`config.mk`:
```
export PLATFORM = sky130hd
export DESIGN_NAME = axil_cmd_master
export DESIGN_NICKNAME = d
export VERILOG_FILES = /design/src/rtl/axil_cmd_master.sv
export SDC_FILE = /design/constraint.sdc
export NUM_CORES = 1
export LEC_CHECK = 0
export CAP_MARGIN = 20
export CORE_ASPECT_RATIO = 1.25
export CORE_MARGIN = 10
export CORE_UTILIZATION = 43
export CTS_CLUSTER_SIZE = 12
export DETAILED_ROUTE_END_ITERATION = 8
export HOLD_SLACK_MARGIN = 0.1
export PLACE_DENSITY_LB_ADDON = 0.15
export SLEW_MARGIN = 20
export SYNTH_ARGS = -nofsm -noshare
export SYNTH_HDL_FRONTEND = slang
export SYNTH_SLANG_ARGS = --single-unit
export TNS_END_PERCENT = 5
```
`constraint.sdc`:
```
create_clock -name s_axi_aclk -period 2.25 [get_ports s_axi_aclk]
set_input_delay 0.3375 -clock s_axi_aclk [delete_from_list [all_inputs] [get_ports s_axi_aclk]]
set_output_delay 0.3375 -clock s_axi_aclk [all_outputs]
set_load 0.02 [all_outputs]
```
`src/rtl/axil_cmd_master.sv`:
```
// axil_cmd_master: single-outstanding AXI4-Lite initiator.
// Turns a valid/ready command stream (read or write of one 32-bit register)
// into one AXI-Lite transaction at a time and returns the read data and
// response code on a valid/ready response stream. A sticky timeout flag
// reports any AXI phase that waits too long. The transaction is never
// abandoned, so only reset can recover a stuck slave.
// Only DATA_W = 32 is meaningful because the strobe bus is fixed at 4 bits.

module axil_cmd_master #(
   parameter int ADDR_W  = 5,
   parameter int DATA_W  = 32,
   parameter int TIMEOUT = 256
) (
   input  logic              s_axi_aclk,
   input  logic              s_axi_aresetn,

   input  logic              cmd_valid,
   output logic              cmd_ready,
   input  logic              cmd_write,
   input  logic [ADDR_W-1:0] cmd_addr,
   input  logic [DATA_W-1:0] cmd_wdata,
   input  logic [3:0]        cmd_wstrb,

   output logic              rsp_valid,
   input  logic              rsp_ready,
   output logic              rsp_write,
   output logic [DATA_W-1:0] rsp_rdata,
   output logic [1:0]        rsp_resp,
   output logic              timeout_err,

   output logic [ADDR_W-1:0] m_axi_awaddr,
   output logic              m_axi_awvalid,
   input  logic              m_axi_awready,
   output logic [DATA_W-1:0] m_axi_wdata,
   output logic [3:0]        m_axi_wstrb,
   output logic              m_axi_wvalid,
   input  logic              m_axi_wready,
   input  logic [1:0]        m_axi_bresp,
   input  logic              m_axi_bvalid,
   output logic              m_axi_bready,
   output logic [ADDR_W-1:0] m_axi_araddr,
   output logic              m_axi_arvalid,
   input  logic              m_axi_arready,
   input  logic [DATA_W-1:0] m_axi_rdata,
   input  logic [1:0]        m_axi_rresp,
   input  logic              m_axi_rvalid,
   output logic              m_axi_rready
);

   // A zero TIMEOUT still needs a legal one-bit counter; it simply never counts.
   localparam int              CNT_W   = (TIMEOUT > 0) ? $clog2(TIMEOUT + 1) : 1;
   localparam logic [CNT_W-1:0] CNT_MAX = CNT_W'(TIMEOUT);

   typedef enum logic [2:0] {
      IDLE,
      WR_REQ,
      WR_RESP,
      RD_REQ,
      RD_DATA,
      RSP
   } state_t;

   state_t              state_q, state_d;
   logic [CNT_W-1:0]    cnt_q, cnt_d;
   logic                timeout_err_q, timeout_err_d;
   logic                cmd_ready_q, cmd_ready_d;
   logic                awvalid_q, awvalid_d;
   logic                wvalid_q, wvalid_d;
   logic                bready_q, bready_d;
   logic                arvalid_q, arvalid_d;
   logic                rready_q, rready_d;
   logic [ADDR_W-1:0]   awaddr_q, awaddr_d;
   logic [DATA_W-1:0]   wdata_q, wdata_d;
   logic [3:0]          wstrb_q, wstrb_d;
   logic [ADDR_W-1:0]   araddr_q, araddr_d;
   logic                rsp_valid_q, rsp_valid_d;
   logic                rsp_write_q, rsp_write_d;
   logic [DATA_W-1:0]   rsp_rdata_q, rsp_rdata_d;
   logic [1:0]          rsp_resp_q, rsp_resp_d;
   logic                waiting;

   // Transaction sequencing: next state and next value of every registered output.
   always_comb begin
      state_d     = state_q;
      cmd_ready_d = cmd_ready_q;
      awvalid_d   = awvalid_q;
      wvalid_d    = wvalid_q;
      bready_d    = bready_q;
      arvalid_d   = arvalid_q;
      rready_d    = rready_q;
      awaddr_d    = awaddr_q;
      wdata_d     = wdata_q;
      wstrb_d     = wstrb_q;
      araddr_d    = araddr_q;
      rsp_valid_d = rsp_valid_q;
      rsp_write_d = rsp_write_q;
      rsp_rdata_d = rsp_rdata_q;
      rsp_resp_d  = rsp_resp_q;

      unique case (state_q)
         IDLE: begin
            if (cmd_valid && cmd_ready_q) begin
               cmd_ready_d = 1'b0;
               if (cmd_write) begin
                  awaddr_d  = cmd_addr;
                  wdata_d   = cmd_wdata;
                  wstrb_d   = cmd_wstrb;
                  awvalid_d = 1'b1;
                  wvalid_d  = 1'b1;
                  state_d   = WR_REQ;
               end else begin
                  araddr_d  = cmd_addr;
                  arvalid_d = 1'b1;
                  state_d   = RD_REQ;
               end
            end
         end

         WR_REQ: begin
            if (awvalid_q && m_axi_awready) begin
               awvalid_d = 1'b0;
            end
            if (wvalid_q && m_axi_wready) begin
               wvalid_d = 1'b0;
            end
            if (!awvalid_d && !wvalid_d) begin
               bready_d = 1'b1;
               state_d  = WR_RESP;
            end
         end

         WR_RESP: begin
            if (m_axi_bvalid) begin
               bready_d    = 1'b0;
               rsp_valid_d = 1'b1;
               rsp_write_d = 1'b1;
               rsp_rdata_d = '0;
               rsp_resp_d  = m_axi_bresp;
               state_d     = RSP;
            end
         end

         RD_REQ: begin
            if (m_axi_arready) begin
               arvalid_d = 1'b0;
               rready_d  = 1'b1;
               state_d   = RD_DATA;
            end
         end

         RD_DATA: begin
            if (m_axi_rvalid) begin
               rready_d    = 1'b0;
               rsp_valid_d = 1'b1;
               rsp_write_d = 1'b0;
               rsp_rdata_d = m_axi_rdata;
               rsp_resp_d  = m_axi_rresp;
               state_d     = RSP;
            end
         end

         RSP: begin
            if (rsp_ready) begin
               rsp_valid_d = 1'b0;
               cmd_ready_d = 1'b1;
               state_d     = IDLE;
            end
         end

         default: begin
            state_d     = IDLE;
            cmd_ready_d = 1'b1;
            awvalid_d   = 1'b0;
            wvalid_d    = 1'b0;
            bready_d    = 1'b0;
            arvalid_d   = 1'b0;
            rready_d    = 1'b0;
            rsp_valid_d = 1'b0;
         end
      endcase
   end

   // Stall watchdog: counts cycles spent waiting on the slave in the current phase.
   always_comb begin
      waiting = (state_q == WR_REQ) || (state_q == WR_RESP) ||
                (state_q == RD_REQ) || (state_q == RD_DATA);
      cnt_d         = cnt_q;
      timeout_err_d = timeout_err_q;
      if (state_d != state_q) begin
         cnt_d = '0;
      end else if (waiting && (cnt_q != CNT_MAX)) begin
         cnt_d = cnt_q + CNT_W'(1);
      end
      if ((TIMEOUT != 0) && (cnt_d == CNT_MAX)) begin
         timeout_err_d = 1'b1;
      end
   end

   // State and output registers; reset drops every valid at once.
   always_ff @(posedge s_axi_aclk or negedge s_axi_aresetn) begin
      if (!s_axi_aresetn) begin
         state_q       <= IDLE;
         cnt_q         <= '0;
         timeout_err_q <= 1'b0;
         cmd_ready_q   <= 1'b1;
         awvalid_q     <= 1'b0;
         wvalid_q      <= 1'b0;
         bready_q      <= 1'b0;
         arvalid_q     <= 1'b0;
         rready_q      <= 1'b0;
         awaddr_q      <= '0;
         wdata_q       <= '0;
         wstrb_q       <= '0;
         araddr_q      <= '0;
         rsp_valid_q   <= 1'b0;
         rsp_write_q   <= 1'b0;
         rsp_rdata_q   <= '0;
         rsp_resp_q    <= '0;
      end else begin
         state_q       <= state_d;
         cnt_q         <= cnt_d;
         timeout_err_q <= timeout_err_d;
         cmd_ready_q   <= cmd_ready_d;
         awvalid_q     <= awvalid_d;
         wvalid_q      <= wvalid_d;
         bready_q      <= bready_d;
         arvalid_q     <= arvalid_d;
         rready_q      <= rready_d;
         awaddr_q      <= awaddr_d;
         wdata_q       <= wdata_d;
         wstrb_q       <= wstrb_d;
         araddr_q      <= araddr_d;
         rsp_valid_q   <= rsp_valid_d;
         rsp_write_q   <= rsp_write_d;
         rsp_rdata_q   <= rsp_rdata_d;
         rsp_resp_q    <= rsp_resp_d;
      end
   end

   assign cmd_ready     = cmd_ready_q;
   assign rsp_valid     = rsp_valid_q;
   assign rsp_write     = rsp_write_q;
   assign rsp_rdata     = rsp_rdata_q;
   assign rsp_resp      = rsp_resp_q;
   assign timeout_err   = timeout_err_q;
   assign m_axi_awaddr  = awaddr_q;
   assign m_axi_awvalid = awvalid_q;
   assign m_axi_wdata   = wdata_q;
   assign m_axi_wstrb   = wstrb_q;
   assign m_axi_wvalid  = wvalid_q;
   assign m_axi_bready  = bready_q;
   assign m_axi_araddr  = araddr_q;
   assign m_axi_arvalid = arvalid_q;
   assign m_axi_rready  = rready_q;

endmodule

```
==> flow_summary_export.csv <==
group,metric,value,unit
timing,grt_setup_unrepaired,"false",
setup_path,reg2reg_to,"timeout_err",
floorplanning,core,10000,um^2
worst_hold_path,hp-class,"in -> async",
timing,whs,0.445,ns
setup_path,crit_type,"reg -> reg",
global_routing,grt.total_usage,17.3,%
detailed_routing,postRouteAntennaNets,0,
timing,finalSetupTns,0,ns
synth,synthFlopType,"dfrtp_1",
synth,ys_top_cells_by_area,"dfrtp_1 57%, mux2_2 9.0%, nand2_1 6.8%",
pwr,total_power,8590,uW
setup_path,worstSetupEndpointType,"flip-flop",
pwr,leakage,0.00282,uW
setup_path,r2r_start,"cnt_q[1]",
timing,worstMarginPinSlew,0.579,ns
detailed_routing,route.met3.wl,1.04,mm
synth,async_reset_ff_share,100,%
detailed_routing,dr.pass1.iters,4,
timing,setup_ws,0.154,ns
synth,synthDistinctLibCells,54,
final_layout,nets,662,
clock_network,cts_sinks,101,
synth,syn_nets,484,
floorplanning,die_w,110,um
setup_path,crit_end,"timeout_err",
place,numPortBuffers,175,
global_routing,grt_start_max_net_pins,69,
synth,syn_area,4360,um^2
synth,yosysTopAreaCellShare,57.4,%
setup_path,crit_required,2.49,ns
place,hpwl,9.41,mm
clock_network,cts_setup_buffers,0,
pwr,ir_drop,0.850,mV
floorplanning,die_h,133,um
timing,slew_headroom,61.4,%
synth,synth-seq-cells,101,
detailed_routing,drt_wl_total,12.2,mm
synth,yosysWarnings,0,
timing,timing.fmax,477,MHz
setup_path,worstRegToRegCells,7,
global_routing,grt_pass1_vias,3762,
synth,synth_top_area_cell,"dfrtp_1",
final_layout,area_growth,51.6,%
setup_path,rrSetupSlack,0.15,ns
setup_path,worstPathMaxFanout,6,
outcome,run_status,"complete, no violations",
timing,clock_skew,0.00594,ns
pwr,powerDensity,1300,nW/um^2
detailed_routing,route.vias.total,3539,
clock_network,clk_latency,0.34,ns
setup_path,slowest_stage,"or4_1",
place,post-place-ws,0.163,ns
synth,postSynthAreaPerCell,11.0,um^2
detailed_routing,wl_met2,6.49,mm
detailed_routing,wl_per_cell,17.3,um
detailed_routing,drtIter0Drc,102,
clock_network,path_clk_slew,0.06,ns
floorplanning,start_util,43.6,%
timing,min_period,2.10,ns
timing,slew_viol_final,0,
global_routing,grt_pass1_wl,19.8,mm
setup_path,start_kind,"flip-flop",
synth,ys_top_cells_by_count,"100 x dfrtp_1, 79 x nand2_1, 35 x mux2_2, 27 x o21ai_0, 17 x o21ai_1",
clock_network,cts_inserted_buffers,9,
timing,report.final.hold_viol_count,0,
detailed_routing,top_layer,"met4",
setup_path,critPathMaxStageDelay,0.42,ns
clock_network,clockBufferDepth,2,
detailed_routing,met1Wirelength,4.53,mm
final_layout,fill_cells,819,
timing,period_share,93.2,%
detailed_routing,via_per_inst,5.01,
setup_path,path_cells,"inv_1, ha_1, and4bb_1, a211oi_2, or4_1, a221o_1, o41ai_2",
synth,yosysSeqAreaShare,58.0,%
setup_path,startpoint,"cnt_q[1]",
clock_network,root_buffer,"clkbuf_16",
clock_network,htreeDepth,3,
synth,yosysMostFrequentCell,"dfrtp_1",
setup_path,crit_arrival,2.34,ns
floorplanning,fp-row-count,41,
timing,setup_viol,0,
flow_run,maxCapViolCount,0,
global_routing,antenna_found_initial,0,
global_routing,overflow,0,
synth,synth_edf_count,0,
final_layout,diodes,0,
place,routabilityCongestion,0.803,
clock_network,cts_tree,"done",
final_layout,drive_gt1_share,14.0,%
synth,synthCells,395,
detailed_routing,drc,0,
floorplanning,num_io_pins,176,
floorplanning,design.die.area,14600,um^2
state kept, by name, indices dropped and copies added, names as in the netlist:
signal and cells:
m_axi_bready 1, rsp_resp 2, m_axi_wvalid 1, m_axi_awvalid 1, m_axi_wstrb 4, timeout_err 1
cnt_q 9, m_axi_wdata 32, rsp_write 1, rsp_valid 1, cmd_ready 1, m_axi_araddr 5
m_axi_awaddr 5, rsp_rdata 32, m_axi_rready 1, m_axi_arvalid 1, state_q 3
how the worst min path moves through the flow:
stage | from | end | slack (ns) | cells past startpoint
global placement | s_axi_aresetn | cnt_q[4] | 0.27 | 1
finish | s_axi_aresetn | cnt_q[4] | 0.45 | 2
CTS | s_axi_aresetn | cnt_q[4] | 0.45 | 2
global route | s_axi_aresetn | cnt_q[4] | 0.48 | 2
floorplan | s_axi_aresetn | cnt_q[0] | 0.04 | 0
detailed placement | s_axi_aresetn | cnt_q[4] | 0.27 | 1
where the power goes:
| part | leakage (uW) | switching (uW) | internal [uW] | total (uW) |
|---|---|---|---|---|
| registers | 0.00133 | 409 | 2530 | 2940 |
| clock network | 0.000127 | 645 | 770 | 1410 |
| logic | 0.00136 | 2270 | 1970 | 4240 |
| total | 0.00282 | 3320 | 5270 | 8590 |
worst max-delay path: cells and delay by family, from the launching register on:
kind / cells / cell delay (ns)
AOI/OAI and AO/OA: 3 / 0.68
and+or+nand+nor: 2 / 0.63
DFF: 1 / 0.41
adders and majority gates: 1 / 0.15
buffers and inverters: 1 / 0.12
final cells by class:
cell class | instances | area, um^2 | area share (%)
sequential | 101 | 2530 | 38.3
timing repair buffer | 189 | 1910 | 28.9
multi-input combinational | 260 | 1690 | 25.6
clock buffer | 11 | 243 | 3.68
tap | 129 | 161 | 2.44
inverter | 12 | 45.0 | 0.682
clock inverter | 4 | 25.0 | 0.379
per-stage QoR:
| stage | instances | cell area [um^2] | util (%) |
|---|---|---|---|
| after floorplan | 395 | 4360 | - |
| after global placement | 690 | 6320 | 63.2 |
| after detailed placement | 690 | 6320 | 63.2 |
| after CTS | 706 | 6600 | 66.0 |
| after global routing | 706 | 6600 | 66.0 |
| final | 706 | 6600 | 66.0 |
logic make-up after synthesis:
kind of cell    share of synthesized area, %
compound gates                          10.6
flops                                   58.0
fa+ha+maj                              0.574
simple gates                            13.2
xor+xnor                                2.01
buf+inv                                 3.25
mux                                     12.3
metal layers:
metal	track usage, %	vias up
li1	-	1705
met1	18.7	1714
met2	29.8	103
met3	6.75	17
met4	5.65	0
met5	0	-
repair_timing:
item | CTS | global route
gates resized for setup | 0 | 0
hold endpoints to repair | 23 | 0
hold buffers | 1 | 0
setup endpoints to repair | 0 | 0
placed cells by master, fill, tap and decap left out, drive strengths merged, types with 4 or more instances in the layout:
master,Yosys,final
nand2,79,79
buf,6,14
clkbuf,16,11
inv,12,12
dfrtp,100,100
mux2,46,46
a21oi,13,13
and3,4,4
xnor2,8,8
nor3,4,4
clkdlybuf4s50,0,174
o22ai,4,4
o21ai,45,45
nand3,4,4
nor2,14,14
Power figures use the tool's default switching activity.
